File: src/rtl/ping_pong_pkg.sv
// Shared widths and FSM state encodings for the ping-pong sequencer.
package ping_pong_pkg;

  localparam int unsigned WIDTH_DEF  = 4;
  localparam int unsigned BWIDTH_DEF = 4;
  localparam int unsigned STATE_W    = 2;

  typedef logic [STATE_W-1:0] state_t;

  localparam state_t ST_IDLE  = 2'd0;
  localparam state_t ST_RUN   = 2'd1;
  localparam state_t ST_PAUSE = 2'd2;
  localparam state_t ST_DONE  = 2'd3;

endpackage

File: src/rtl/ping_pong_tick_gen.sv
// Divides RUN time into windows of TICK_DIV cycles and flags the last cycle of each.
module ping_pong_tick_gen #(
  parameter int unsigned TICK_DIV = 4
) (
  input  logic clk,
  input  logic rst_n,
  input  logic i_clr,
  input  logic i_en,
  output logic o_tick
);

  localparam int unsigned CW = (TICK_DIV > 1) ? $clog2(TICK_DIV) : 1;
  localparam logic [CW-1:0] LAST = CW'(TICK_DIV - 1);

  logic [CW-1:0] r_cnt;

  always_ff @(posedge clk) begin
    if (!rst_n) begin
      r_cnt <= '0;
    end else if (i_clr) begin
      r_cnt <= '0;
    end else if (i_en) begin
      r_cnt <= (r_cnt == LAST) ? '0 : r_cnt + CW'(1);
    end
  end

  assign o_tick = i_en && (r_cnt == LAST);

endmodule

File: src/rtl/ping_pong_sequencer.sv
// Configures, paces and bounce-limits a ping-pong counter from board-level requests.
module ping_pong_sequencer
  import ping_pong_pkg::*;
#(
  parameter int unsigned TICK_DIV = 4,
  parameter int unsigned WIDTH    = WIDTH_DEF,
  parameter int unsigned BWIDTH   = BWIDTH_DEF
) (
  input  logic               clk,
  input  logic               rst_n,
  input  logic               i_cfg_valid,
  output logic               o_cfg_ready,
  input  logic [WIDTH-1:0]   i_cfg_max,
  input  logic [WIDTH-1:0]   i_cfg_min,
  input  logic [BWIDTH-1:0]  i_cfg_bounces,
  output logic               o_cfg_err,
  input  logic               i_run_req,
  input  logic               i_stop_req,
  input  logic               i_flip_req,
  input  logic               i_cnt_direction,
  output logic               o_cnt_rst_n,
  output logic               o_cnt_enable,
  output logic               o_cnt_flip,
  output logic [WIDTH-1:0]   o_cnt_max,
  output logic [WIDTH-1:0]   o_cnt_min,
  output logic [STATE_W-1:0] o_state,
  output logic               o_done
);

  state_t            r_state, w_nxt_state;
  logic              r_load, w_nxt_load;
  logic              r_configured, w_nxt_configured;
  logic [WIDTH-1:0]  r_cnt_max, w_nxt_cnt_max;
  logic [WIDTH-1:0]  r_cnt_min, w_nxt_cnt_min;
  logic [BWIDTH-1:0] r_limit, w_nxt_limit;
  logic [BWIDTH-1:0] r_bounce, w_nxt_bounce, w_bounce_inc;
  logic              r_flip_pend, w_nxt_flip_pend;
  logic              r_cfg_err, w_nxt_cfg_err;
  logic              r_cfg_ready, r_done, r_cnt_rst_n;
  logic              r_dir_q, r_flip_q;
  logic              w_tick, w_tick_clr, w_cnt_flip;
  logic              w_cfg_fire, w_cfg_ok, w_run_ok, w_turn, w_limit_hit;

  ping_pong_tick_gen #(.TICK_DIV(TICK_DIV)) u_tick_gen (
    .clk    (clk),
    .rst_n  (rst_n),
    .i_clr  (w_tick_clr),
    .i_en   (r_state == ST_RUN),
    .o_tick (w_tick)
  );

  assign w_cnt_flip   = r_flip_pend && w_tick;
  assign w_cfg_fire   = i_cfg_valid && r_cfg_ready;
  assign w_cfg_ok     = i_cfg_max > i_cfg_min;
  assign w_run_ok     = i_run_req && !i_stop_req;
  // A direction change caused by our own flip is not a bounce.
  assign w_turn       = (r_state == ST_RUN) && (i_cnt_direction != r_dir_q) && !r_flip_q;
  assign w_bounce_inc = (r_bounce == '1) ? r_bounce : r_bounce + BWIDTH'(1);
  assign w_limit_hit  = w_turn && (r_limit != '0) && (w_bounce_inc == r_limit);
  assign w_tick_clr   = (w_nxt_state == ST_RUN) && (r_state != ST_RUN);

  always_comb begin
    w_nxt_state      = r_state;
    w_nxt_load       = 1'b0;
    w_nxt_configured = r_configured;
    w_nxt_cnt_max    = r_cnt_max;
    w_nxt_cnt_min    = r_cnt_min;
    w_nxt_limit      = r_limit;
    w_nxt_bounce     = r_bounce;
    w_nxt_flip_pend  = r_flip_pend;
    w_nxt_cfg_err    = 1'b0;

    if (w_turn) w_nxt_bounce = w_bounce_inc;

    if (w_cnt_flip) begin
      w_nxt_flip_pend = 1'b0;
    end else if (i_flip_req && (r_state == ST_RUN || r_state == ST_PAUSE)) begin
      w_nxt_flip_pend = 1'b1;
    end
    if (i_stop_req) w_nxt_flip_pend = 1'b0;

    // An accepted configuration overrides any request in the same cycle.
    if (w_cfg_fire && w_cfg_ok) begin
      w_nxt_cnt_max    = i_cfg_max;
      w_nxt_cnt_min    = i_cfg_min;
      w_nxt_limit      = i_cfg_bounces;
      w_nxt_bounce     = '0;
      w_nxt_configured = 1'b1;
      w_nxt_load       = 1'b1;
      w_nxt_state      = ST_IDLE;
    end else begin
      w_nxt_cfg_err = w_cfg_fire;
      case (r_state)
        ST_IDLE:  if (w_run_ok && r_configured) w_nxt_state = ST_RUN;
        ST_RUN: begin
          if (w_limit_hit)     w_nxt_state = ST_DONE;
          else if (i_stop_req) w_nxt_state = ST_PAUSE;
        end
        ST_PAUSE: if (w_run_ok) w_nxt_state = ST_RUN;
        ST_DONE: begin
          if (w_run_ok) begin
            w_nxt_state  = ST_RUN;
            w_nxt_bounce = '0;
          end
        end
        default:  w_nxt_state = ST_IDLE;
      endcase
    end
  end

  always_ff @(posedge clk) begin
    r_dir_q <= i_cnt_direction;
    if (!rst_n) begin
      r_state      <= ST_IDLE;
      r_load       <= 1'b0;
      r_configured <= 1'b0;
      r_cnt_max    <= '1;
      r_cnt_min    <= '0;
      r_limit      <= '0;
      r_bounce     <= '0;
      r_flip_pend  <= 1'b0;
      r_cfg_err    <= 1'b0;
      r_cfg_ready  <= 1'b1;
      r_done       <= 1'b0;
      r_cnt_rst_n  <= 1'b0;
      r_flip_q     <= 1'b0;
    end else begin
      r_state      <= w_nxt_state;
      r_load       <= w_nxt_load;
      r_configured <= w_nxt_configured;
      r_cnt_max    <= w_nxt_cnt_max;
      r_cnt_min    <= w_nxt_cnt_min;
      r_limit      <= w_nxt_limit;
      r_bounce     <= w_nxt_bounce;
      r_flip_pend  <= w_nxt_flip_pend;
      r_cfg_err    <= w_nxt_cfg_err;
      r_cfg_ready  <= !w_nxt_load && (w_nxt_state != ST_RUN);
      r_done       <= (w_nxt_state == ST_DONE);
      r_cnt_rst_n  <= !w_nxt_load;
      r_flip_q     <= w_cnt_flip;
    end
  end

  assign o_cfg_ready  = r_cfg_ready;
  assign o_cfg_err    = r_cfg_err;
  assign o_cnt_rst_n  = r_cnt_rst_n;
  assign o_cnt_enable = w_tick;
  assign o_cnt_flip   = w_cnt_flip;
  assign o_cnt_max    = r_cnt_max;
  assign o_cnt_min    = r_cnt_min;
  assign o_state      = r_state;
  assign o_done       = r_done;

endmodule

File: config.mk
export PLATFORM = sky130hd
export DESIGN_NAME = ping_pong_sequencer
export DESIGN_NICKNAME = d
export VERILOG_FILES = /design/src/rtl/ping_pong_pkg.sv /design/src/rtl/ping_pong_tick_gen.sv /design/src/rtl/ping_pong_sequencer.sv
export SDC_FILE = /design/constraint.sdc
export NUM_CORES = 1
export LEC_CHECK = 0
export CORE_MARGIN = 2
export CORE_UTILIZATION = 40
export DETAILED_ROUTE_END_ITERATION = 10
export DONT_BUFFER_PORTS = 1
export SKIP_CTS_REPAIR_TIMING = 1
export SLEW_MARGIN = 20
export SYNTH_ARGS = -nofsm -noshare
export SYNTH_HDL_FRONTEND = slang
export SYNTH_SLANG_ARGS = --single-unit
File: constraint.sdc
create_clock -name clk -period 2.4 [get_ports clk]
set_input_delay 0.48 -clock clk [delete_from_list [all_inputs] [get_ports clk]]
set_output_delay 0.48 -clock clk [all_outputs]
set_load 0.02 [all_outputs]
==> impl_results.md <==
- Top-area cell type share of the netlist area: approximately two fifths
- Yosys cell types: between 40 and 50
- Top_reg_cell synth: dfxtp_1
- Clk root buf: clkbuf_4
- Worst-path clk slew: 0.14 ns
- Initial Util: between 40 and 50%
- Drt drc: 0
- FMAX: about 450 MHz
- DIE AREA: between 0.004 and 0.005 mm2
- Commonest cells after routing, fill and taps aside: dfxtp_1, nor2b_1, mux2i_1
- 1st-iter DRT viols: 30
- Initial antenna violation count: 0
- GRT overflow: 0
- CORE AREA: ~0.0034 mm2
- Total negative slack: 0 ns
- Mapped Avg Cell Area: between 9 and 10 um2
- Post-DP HPWL: approximately 2300 um
- Run status: complete, no violations
- Grt met1 use: between 15 and 20%
- First-pass GRT wire length: between 5000 and 6000 um
- Io pins: 35
- Vias in the first global route: ~1200
- Yosys warnings: 0
- Sequential element share of the synthesized area: between 30% and 40%
- Post-synth ARST share: 0%
- Largest fanout on the critical path: 8
- Max-cap viol count: 0
- Post-Syn Nets: 186
- Max Slew Vio Count: 0
- TritonCTS clock tree: done
- Total GRT Usage: roughly 16%
- Flops & latches, synth: 28
- Commonest non-fill, non-tap cell in the layout: dfxtp_1
- Drt wl/cell: about 14 um
- RSZ-0062 raised after global routing: no
- H-tree levels: 1
- Max rail drop VDD: around 190 uV
- Req. time, crit path: roughly 2.6 ns
- Worst Path Arrival: ~2.5 ns
- Fin crit share: 93.3%
- Mapped Area: 0.00146 mm2
- Layout Skew: ~0.0047 ns
- Fin nets: ~190
- Worst skew pair latency: 0.32 ns
- Chip Width: approximately 64 um
- Syn-to-layout area delta: 6.43%
- Antenna diodes: 0
- WHS: 0.168 ns
- Met3 usage: 4.51%
- Max clock buf depth: 2
- Fraction of layout instances using a drive strength above 1: 10.6%
- GR met2 Demand/Resource: 27.7%
- CTS Buf Count: 3
- Hold violation count in the final report: 0
- Critical Path Start Type: register
- CP Class: register to register
- ANT nets after route: 0
- Via/cell ratio: 5.39
- Overall routed net length: 2890 um
- Leak: a little over 0.6 nW
- Setup violators final: 0
- GRT busiest layer: met2
- RD Place Congestion: between 0.8 and 0.9
- Buffers on Ports: 0
- Crit end category: register
- Largest net degree at the start of global routing: 25
- Worst hold path class: primary input to register
- Fin crit period: between 2 and 2.5 ns
- Clock sink count: 28
- Vias: about 1100
- Slew @ Worst Pin: approximately 0.27 ns
- Drt pass-1 iters: 6
- Area leader, netlist: dfxtp_1
- EDFF count, synth: 0
- Slew HR: 82.1%
- Power per standard cell area: about 510 mW/mm2
- Top cells by area, synth: dfxtp_1, ha_1, mux2i_1, nor2b_1, a21oi_1
- Die Ht: around 64 um
- Mapped Cells: ~160
- Row cnt: 21
worst max-delay path, cell delays in order, from the launching register on:
cell and delay, ns:
dfxtp_1 0.46, ha_1 0.35, xnor2_1 0.16, o2111ai_1 0.12, a311o_1 0.29, and4b_4 0.33
o31a_1 0.17, nor2b_4 0.20, o21ai_2 0.07
flip-flops by register name (all words and copies together) (netlist names):
| signal | flops |
|---|---|
| o_done | 1 |
| o_state | 2 |
| o_cfg_ready | 1 |
| r_flip_q | 1 |
| o_cfg_err | 1 |
| o_cnt_min | 4 |
| o_cnt_max | 4 |
| r_configured | 1 |
| o_cnt_rst_n | 1 |
| r_flip_pend | 1 |
| r_dir_q | 1 |
| r_limit | 4 |
| u_tick_gen.r_cnt | 2 |
| r_bounce | 4 |
report_power, final:
group / internal [mW] / switching [mW]
Clock: 0.0589 / 0.131
Combinational: 0.0412 / 0.0417
Sequential: 0.485 / 0.0305
layout make-up:
cell class                 count  area [um2]
clock buffer                   3        22.5
inverter                      10        37.5
tap                           46        57.6
fill                         348        1860
sequential                    28         561
timing repair buffer           4        30.0
multi-input combinational    115         846
synth_stat cells, types with 4 or more instances:
library cell,n
o21ai_0,5
nor2b_1,12
ha_1,10
mux2i_1,12
inv_1,10
and2_1,4
nor2_1,8
dfxtp_1,28
a21oi_1,9
nand2_1,10
nand3_1,6
through the flow:
step | std cells | setup WS, ns | power (mW) | utilization, % | area, um2
2_1_floorplan | 157 | 0.282 | 0.594 | - | 1460
3_3_place_gp | 203 | 0.295 | 0.608 | 44.8 | 1530
3_5_place_dp | 203 | 0.167 | 0.611 | 44.8 | 1530
4_1_cts | 206 | 0.155 | 0.801 | 45.5 | 1550
5_1_grt | 206 | 0.0229 | 0.832 | 45.5 | 1550
6_report | 206 | 0.160 | 0.788 | 45.5 | 1550
routing by layer:
layer,up-vias,share of wire (%)
met4,0,1.7
met3,6,5.0
met1,518,43
met2,28,50
met5,-,0
li1,559,-
cells by family (layout without fill, tap and decap cells):
| family | after synthesis | in the layout | share of synthesized area (%) |
|---|---|---|---|
| AO/OA/AOI/OAI | 28 | 28 | 13.9 |
| XOR/XNOR | 4 | 4 | 2.40 |
| adder cells (fa/ha/maj) | 10 | 10 | 8.57 |
| buffers and inverters | 14 | 17 | 3.68 |
| flip-flops | 28 | 28 | 38.4 |
| multiplexers | 13 | 13 | 9.00 |
| AND/OR/NAND/NOR | 60 | 60 | 24.1 |
path summary, 6_finish.rpt:
check | startpoint | to | slack [ns] | depth (start not counted)
min reg2reg | u_tick_gen.r_cnt[1]$_SDFFE_PP0N_ | u_tick_gen.r_cnt[1]$_SDFFE_PP0N_ | 0.51 | 2
max | r_bounce[0]$_SDFF_PP0_ | u_tick_gen.r_cnt[0]$_SDFFE_PP0N_ | 0.16 | 8
min | i_cnt_direction | r_dir_q$_DFF_P_ | 0.17 | 0
max reg2reg | r_bounce[0]$_SDFF_PP0_ | u_tick_gen.r_cnt[0]$_SDFFE_PP0N_ | 0.16 | 8
(Power assumes the default switching activity.)
